**config.mk**
```make
export PLATFORM = sky130hd
export DESIGN_NAME = uart_cmd_decoder
export DESIGN_NICKNAME = d
export VERILOG_FILES = /design/src/rtl/uart_cmd_decoder.sv
export SDC_FILE = /design/constraint.sdc
export NUM_CORES = 1
export LEC_CHECK = 0
export CAP_MARGIN = 20
export CORE_MARGIN = 5
export CORE_UTILIZATION = 40
export DETAILED_ROUTE_END_ITERATION = 12
export GPL_TIMING_DRIVEN = 0
export PLACE_DENSITY = 0.67
export SYNTH_ARGS = -nofsm -noshare
export SYNTH_HDL_FRONTEND = slang
export SYNTH_SLANG_ARGS = --single-unit
```
**constraint.sdc**
```tcl
create_clock -name CLK_I -period 1.9 [get_ports CLK_I]
set_input_delay 0.285 -clock CLK_I [delete_from_list [all_inputs] [get_ports CLK_I]]
set_output_delay 0.285 -clock CLK_I [all_outputs]
set_load 0.005 [all_outputs]
```
**src/rtl/uart_cmd_decoder.sv**
```systemverilog
// uart_cmd_decoder: deframes HEADER/CMD/ADDR[/DATA x4] byte streams from the
// UART receiver into read/write commands on a valid/ready handshake.
module uart_cmd_decoder #(
  parameter int unsigned CLK_RATE      = 100000000,
  parameter int unsigned BAUD_RATE     = 115200,
  parameter int unsigned TIMEOUT_BYTES = 4,
  parameter logic [7:0]  HEADER        = 8'h01
) (
  input  logic        CLK_I,
  input  logic        RST_I,
  input  logic        RX_DONE_I,
  input  logic [7:0]  RX_DATA_I,
  output logic        CMD_VALID_O,
  input  logic        CMD_READY_I,
  output logic        CMD_WRITE_O,
  output logic [7:0]  CMD_ADDR_O,
  output logic [31:0] CMD_DATA_O,
  output logic        ERR_O,
  output logic [1:0]  ERR_CODE_O
);

  // Inter-byte gap limit in clock cycles (one byte time = 10 bit times).
  localparam int unsigned LIMIT = TIMEOUT_BYTES * 10 * (CLK_RATE / BAUD_RATE);
  localparam int          TW    = $clog2(LIMIT) + 1;
  localparam logic [TW-1:0] LIMIT_W = TW'(LIMIT);

  localparam logic [7:0] CMD_RD = 8'h01;
  localparam logic [7:0] CMD_WR = 8'h02;

  typedef enum logic [2:0] {IDLE, GET_CMD, GET_ADDR, GET_DATA, HOLD} state_e;

  state_e        state_q, state_d;
  logic          wr_q, wr_d;
  logic [7:0]    addr_q, addr_d;
  logic [31:0]   data_q, data_d;
  logic [1:0]    idx_q, idx_d;
  logic [TW-1:0] cnt_q, cnt_d;
  logic          err_q, err_d;
  logic [1:0]    code_q, code_d;

  logic busy;
  assign busy = (state_q == GET_CMD) || (state_q == GET_ADDR) || (state_q == GET_DATA);

  // State register and datapath registers; reset drops any partial/held frame silently.
  always_ff @(posedge CLK_I) begin
    if (RST_I) begin
      state_q <= IDLE;
      wr_q    <= 1'b0;
      addr_q  <= 8'h00;
      data_q  <= 32'h0;
      idx_q   <= 2'd0;
      cnt_q   <= '0;
      err_q   <= 1'b0;
      code_q  <= 2'b00;
    end else begin
      state_q <= state_d;
      wr_q    <= wr_d;
      addr_q  <= addr_d;
      data_q  <= data_d;
      idx_q   <= idx_d;
      cnt_q   <= cnt_d;
      err_q   <= err_d;
      code_q  <= code_d;
    end
  end

  // Next-state logic: byte sequencing, gap timeout, overrun detection.
  always_comb begin
    state_d = state_q;
    wr_d    = wr_q;
    addr_d  = addr_q;
    data_d  = data_q;
    idx_d   = idx_q;
    cnt_d   = busy ? cnt_q + 1'b1 : cnt_q;
    err_d   = 1'b0;
    code_d  = code_q;

    unique case (state_q)
      IDLE: begin
        if (RX_DONE_I && RX_DATA_I == HEADER) begin
          state_d = GET_CMD;
          cnt_d   = '0;
        end
      end
      GET_CMD: begin
        if (RX_DONE_I) begin
          cnt_d = '0;
          if (RX_DATA_I == CMD_RD || RX_DATA_I == CMD_WR) begin
            wr_d    = (RX_DATA_I == CMD_WR);
            state_d = GET_ADDR;
          end else begin
            state_d = IDLE;
            err_d   = 1'b1;
            code_d  = 2'b01;
          end
        end
      end
      GET_ADDR: begin
        if (RX_DONE_I) begin
          cnt_d   = '0;
          addr_d  = RX_DATA_I;
          data_d  = 32'h0;          // reads report a zero payload
          idx_d   = 2'd0;
          state_d = wr_q ? GET_DATA : HOLD;
        end
      end
      GET_DATA: begin
        if (RX_DONE_I) begin
          cnt_d = '0;
          data_d[{idx_q, 3'b000} +: 8] = RX_DATA_I;
          idx_d = idx_q + 2'd1;
          if (idx_q == 2'd3) state_d = HOLD;
        end
      end
      HOLD: begin
        if (CMD_READY_I) begin
          // A byte on the handshake edge is treated as if already idle.
          state_d = IDLE;
          if (RX_DONE_I && RX_DATA_I == HEADER) begin
            state_d = GET_CMD;
            cnt_d   = '0;
          end
        end else if (RX_DONE_I) begin
          err_d  = 1'b1;
          code_d = 2'b11;
        end
      end
      default: state_d = IDLE;
    endcase

    // Gap timeout; a byte landing on the same edge takes priority.
    if (busy && !RX_DONE_I && cnt_q == LIMIT_W) begin
      state_d = IDLE;
      cnt_d   = '0;
      err_d   = 1'b1;
      code_d  = 2'b10;
    end
  end

  assign CMD_VALID_O = (state_q == HOLD);
  assign CMD_WRITE_O = wr_q;
  assign CMD_ADDR_O  = addr_q;
  assign CMD_DATA_O  = data_q;
  assign ERR_O       = err_q;
  assign ERR_CODE_O  = code_q;

endmodule

```
**Yosys cells after proc, flatten, opt, wreduce, memory -nomap -nowiden**

Index checks and enable logic that the tools add are counted.

- Input port bits: 12
- Output and inout port bits: 45
- Register bits: 66
- Word-level logic and storage cells: 88

- Reduce and logical (&&, ||, !) cells: 19
- Equality and inequality tests: 21
- Muxes and demuxes: 34
- $add $sub $neg: 3
- Shift operators: 2

Operator list:

| operator | number |
|---|---|
| 17-bit 2-to-1 mux | 4 |
| 32-bit 2-to-1 mux | 2 |
| 32-bit case mux with 2 select lines | 1 |
| 17-bit case mux with 3 select lines | 1 |
| 32-bit bitwise mux | 1 |
| 8-bit by 7-bit variable shift with 32-bit output, first input constant | 1 |
| 8-bit by 7-bit indexed part select with 32-bit output | 1 |
| 3-bit 2-to-1 mux | 7 |
| 17-bit by 1-bit adder with 17-bit output, second input constant | 1 |
| 17-bit by 16-bit == test with 1-bit output, second input constant | 1 |
| 2-bit 2-to-1 mux | 8 |
| 3-bit case mux with 5 select lines | 1 |
| 2-bit != test, second input constant | 7 |
| 3-bit by 2-bit != test with 1-bit output, second input constant | 4 |
| 5-bit AND reduction | 2 |
| 8-bit by 1-bit == test with 1-bit output, second input constant | 1 |
| 8-bit by 2-bit == test with 1-bit output, second input constant | 1 |
| 2-bit case mux with 2 select lines | 2 |
| 5-bit negator with 7-bit output | 1 |
| 3-bit by 2-bit == test with 1-bit output, second input constant | 2 |
| 1-bit 2-to-1 mux | 6 |
| 3-bit AND reduction | 2 |
| 6-bit AND reduction | 1 |
| 2-bit by 1-bit != test with 1-bit output, second input constant | 2 |
| other kinds (14) | 19 |

**Logic depth before layout (Yosys ltp)**

Gate-level depths: netlist of run 1.

- Word-level depth: 7
- Mapped depth: 6
- Gate-level depth less buffers: 6

**Least setup slack after synthesis of run 1**

Ideal clock, no wire load.

- Path kind: reg-to-reg
- Start: register idx_q[0]
- End: register data_q[24], in the netlist CMD_DATA_O[24]
- Path slack: 0.058 ns
- Arrival: 1.782 ns
- Library setup time: 0.060 ns
- Path buffers: 0
- Period minus slack after synthesis: 1.842 ns
- Data required time: 1.840 ns
- Stages on the path, launching flop included: 6
- Path through: dfxtp_1 > inv_1 > ha_1 > nand2b_1 > nor4_4 > a22o_1

- Word-level cells in the longest chain between the ends: 5
- Elaborated cells on any way between the ends: 6
- Those cells by class: add/sub: 1; shift: 2; mux: 3

RTL lines:

| element | line | source |
|---|---|---|
| start, declared | 36 | `logic [1:0] idx_q, idx_d;` |
| start signal, assigned | 60 | `idx_q <= idx_d;` |
| 5-bit negator with 7-bit output (*) | 110 | `data_d[{idx_q, 3'b000} +: 8] = RX_DATA_I;` |
| 8-bit by 7-bit indexed part select with 32-bit output / 8-bit by 7-bit variable shift with 32-bit output (equally long branches) | 110 |  |
| 32-bit bitwise mux (*) | 110 |  |
| 32-bit 2-to-1 mux (*) | 108 | `if (RX_DONE_I) begin` |
| 32-bit case mux with 2 select lines (*) | 78 | `unique case (state_q)` |
| end signal, assigned | 59 | `data_q <= data_d;` |
| end, declared | 35 | `logic [31:0] data_q, data_d;` |

Every way passes the cells marked *; elsewhere a longest branch is shown, timed or not. The select of a mux whose other input is x is not followed.
A chain may end at the register's enable or synchronous reset.

**Worst setup path after layout of run 1**

- Start: input RX_DATA_I[6]
- End: register state_q[1]

- Word-level cells in the longest chain between the ends: 5
- Elaborated cells on any way between the ends: 9
- Those cells by class: eq/ne: 3; mux: 3; reduce/logical: 3

RTL lines:

| element | line | source |
|---|---|---|
| start, declared | 12 | `input logic [7:0] RX_DATA_I,` |
| 8-bit by 1-bit == test with 1-bit output / 8-bit by 2-bit == test with 1-bit output (equally long branches) | 80, 88 |  |
| 1-bit logical OR | 88 | `if (RX_DATA_I == CMD_RD \|\| RX_DATA_I == CMD_WR) begin` |
| 2-bit 2-to-1 mux | 88 |  |
| 3-bit 2-to-1 mux | 86 | `if (RX_DONE_I) begin` |
| 3-bit case mux with 5 select lines | 78 |  |
| end signal, assigned | 56 | `state_q <= state_d;` |
| end, declared | 32 | `state_e state_q, state_d;` |

Several ways; a longest one is shown, not always the timed one. The select of a mux whose other input is x is not followed.

==> out/qor.yml, run 1 <==
outcome:
  outcome: "finished clean"
sta:
  period_needed_ns: 1.820
  slew_headroom_pct: 53.16
  finalSetupViolations: 0
  report.final.hold_viol_count: 0
  drv_slew: 0
  finalCritPeriodShare_pct: 95.77
  tightest_slew_ns: 0.7025
  skew_ns: 0.004742
  max_freq_mhz: 549.6
  rsz0062_at_grt: "false"
global_route:
  grt_pass1_vias: 2444
  grt_max_degree: 12
  track_usage_pct: 16.21
  grt_overflow_total: 0
  grt_pass1_wl_um: 12480
  antenna_found_initial: 0
worst_setup_path:
  ff2ff_setup_slack_ns: 0.12
  worst_r2r_endpoint: "cnt_q[15]"
  max_stage_delay_ns: 0.56
  crit_type: "in -> reg"
  crit_path_end_kind: "register"
  critPathMaxFanout: 6
  worstRegToRegCells: 6
  path_cells: "clkdlybuf4s50_1, nor4_4, nand3_1, or4b_1, a21oi_1"
  critPathRequiredTime_ns: 2.17
  r2r-start: "state_q[1]"
  cp.arrival_ns: 2.09
  crit_slowest_cell: "clkdlybuf4s50_1"
  setup.worst_path.start_class: "primary input"
clock_network:
  htreeDepth: 3
  ctsHoldBuffers: 0
  clk_pin_slew_worst_paths_ns: 0.07
  tritoncts: "built"
  clock_latency_ns: 0.34
  clkSinkCount: 66
  cts_root_buf: "clkbuf_8"
  cts.path.max_buffers: 2
  numCtsBuffers: 9
worst_hold_path:
  hp-start: "RX_DATA_I[0]"
  hold_class: "in -> reg"
  hold_end: "CMD_DATA_O[24]"
  hold_path_depth: 2
layout:
  fill_cells: 697
  antenna_cells: 0
  layout_commonest_cell: "dfxtp_1"
  syn_to_final_growth_pct: 32.83
  layout_common_cells: "dfxtp_1 (65), clkdlybuf4s50_1 (51), nor2_1 (27), a22o_1 (16), a22oi_1 (16)"
  final_cells: 480
  final_nets: 397
  layout-drive-gt1-share_pct: 16.80
routing:
  via_count: 2624
  dr.pass1.iters: 5
  wire_per_inst_um: 15.86
  viasPerCell: 5.467
  drc_errors: 0
  drtAntennaViolNets: 0
  drt-total-wl_um: 7615
  drt-initial-drc-count: 146
flow_run:
  drv_cap: 0
synthesis:
  muxShareOfSynthArea_pct: 3.333
  syn_inst: 303
  synth_fa_ha_area_share_pct: 3.333
  synth_compound_area_share_pct: 19.29
  avgSynthCellArea_um2: 9.910
  synth_nets: 323
  synth_area_mm2: 0.003003
  yosys.area_share.xor_xnor_pct: 2.333
  synth_seq_cells: 66
  synthArstFlopShare_pct: 0
  synth_top_family_by_area: "simple AND/OR/NAND/NOR gates"
  yosysSeqAreaShare_pct: 44.00
  synth_ff_type: "dfxtp_1"
  synth_enable_flop_cells: 0
  yosys_warnings: 0
  synthDistinctLibCells: 54
  synthSimpleGateAreaFrac_pct: 23.50
die:
  initial_utilization_pct: 41.18
  core_area_mm2: 0.007292
  num_rows: 31
  die_w_um: 96.65
  dieArea_mm2: 0.009340
  die_h_um: 96.65
  io_pins: 57
placed_design:
  place.gp.congestion: 0.8504
  port_buffers: 54
  dp_cells: 456
  hpwl_um: 5371
power:
  power_leakage_nw: 1.467
  vdd_drop_max_mv: 0.3613
  total_power_mw: 2.783
  power_density_mw_per_mm2: 697.6
[critical path: cells and delay by family]
family / cells / cell delay, ns
AO/OA/AOI/OAI: 1 / 0.16
AND/OR/NAND/NOR: 3 / 1.07
buffers and inverters: 1 / 0.56
[metal layers]
metal	vias up	wire length (um)	global-route usage (%)	share of wire, %
met5	-	0	0	0
met4	0	69	5.076	0.91
met3	8	332	4.676	4.4
met2	69	3579	25.16	47
met1	1271	3633	21.69	48
li1	1276	-	-	-
[synth_stat cells (all sizes together) (2+ instances only)]
master,instances,area share [%]
buf,11,2.1
xnor2,2,0.58
nand3,7,1.2
nor4b,2,0.79
o31ai,2,0.50
nand3b,2,0.50
ha,8,3.3
nand4b,2,0.79
o21ai,13,2.2
and3b,2,0.58
and4,3,0.96
a41o,2,0.67
nor3,9,1.5
a22o,16,4.7
or4b,2,0.67
clkbuf,5,0.63
nor4,6,3.8
xor2,6,1.7
a211o,2,0.58
nand4,9,2.9
and2,3,0.67
inv,12,1.5
a211oi,11,3.1
or3,7,1.6
nor2,29,3.7
or4,2,0.63
dfxtp,66,44
nand2b,4,0.83
mux2i,10,3.3
a21oi,11,2.0
nand2,12,1.5
a22oi,16,4.0
[what timing repair did]
item	in CTS	in global routing
gates resized for setup	9	5
buffers inserted	1	8
pin swaps	2	6
setup endpoints to repair	44	46
[state kept, by name (all words and copies together), names as in the netlist]
signal and flops:
CMD_ADDR_O 8, CMD_DATA_O 32, CMD_WRITE_O 1, ERR_CODE_O 2
ERR_O 1, cnt_q 17, idx_q 2, state_q 3
[metrics by stage]
step	util (%)	setup TNS, ns	cell area [um^2]	worst slack [ns]	hold slack (ns)
after global placement	50.29	-17.69	3667	-0.5169	0.4367
final	54.70	0	3989	0.08040	0.3540
after detailed placement	50.29	-19.00	3667	-0.5398	0.4549
after global routing	54.70	0	3989	0.001724	0.3247
after CTS	53.74	0	3919	0.02342	0.3324
after floorplan	-	0	3003	0.05788	0.4107
[power by group]
group	switching, mW	internal [mW]
registers	0.000135	1.38
logic	0.0651	0.0318
clock network	0.538	0.765
[worst max-delay path by stage]
stage	slack, ns	start	endpoint
after floorplan	0.06	idx_q[0]	CMD_DATA_O[24]
after global placement	-0.52	RX_DATA_I[2]	cnt_q[5]
after detailed placement	-0.54	RX_DATA_I[4]	cnt_q[3]
after CTS	0.02	idx_q[0]	CMD_DATA_O[23]
after global routing	0.002	idx_q[0]	CMD_DATA_O[19]
final	0.08	RX_DATA_I[6]	state_q[1]
[kinds of logic after synthesis]
kind of cell / after synthesis
AO/OA/AOI/OAI: 78
adder cells (fa/ha/maj): 8
flip-flops: 66
AND/OR/NAND/NOR: 105
XOR/XNOR: 8
buffers and inverters: 28
multiplexers: 10
[layout make-up]
cell class | count | area (um^2) | share of cell area (%)
well taps | 99 | 123.9 | 3.105
inverters | 12 | 45.04 | 1.129
flip-flops and latches | 66 | 1323 | 33.16
clock buffers | 10 | 137.6 | 3.450
plain buffers | 16 | 87.58 | 2.196
repair buffers | 63 | 608.1 | 15.24
multi-input cells | 209 | 1585 | 39.74
clock inverters | 5 | 78.83 | 1.976
No activity file was read; power rests on OpenSTA's default activity.
==> run 2, diff against run 1 <==
--- a/config.mk
+++ b/config.mk
@@ -5,7 +5,7 @@
 export SDC_FILE = /design/constraint.sdc
 export NUM_CORES = 1
 export LEC_CHECK = 0
-export CAP_MARGIN = 20
+export CAP_MARGIN = 0
 export CORE_MARGIN = 5
 export CORE_UTILIZATION = 40
 export DETAILED_ROUTE_END_ITERATION = 12
==> results of run 2 <==
No change in the layout: final DEF, timing and power equal those of run 1.
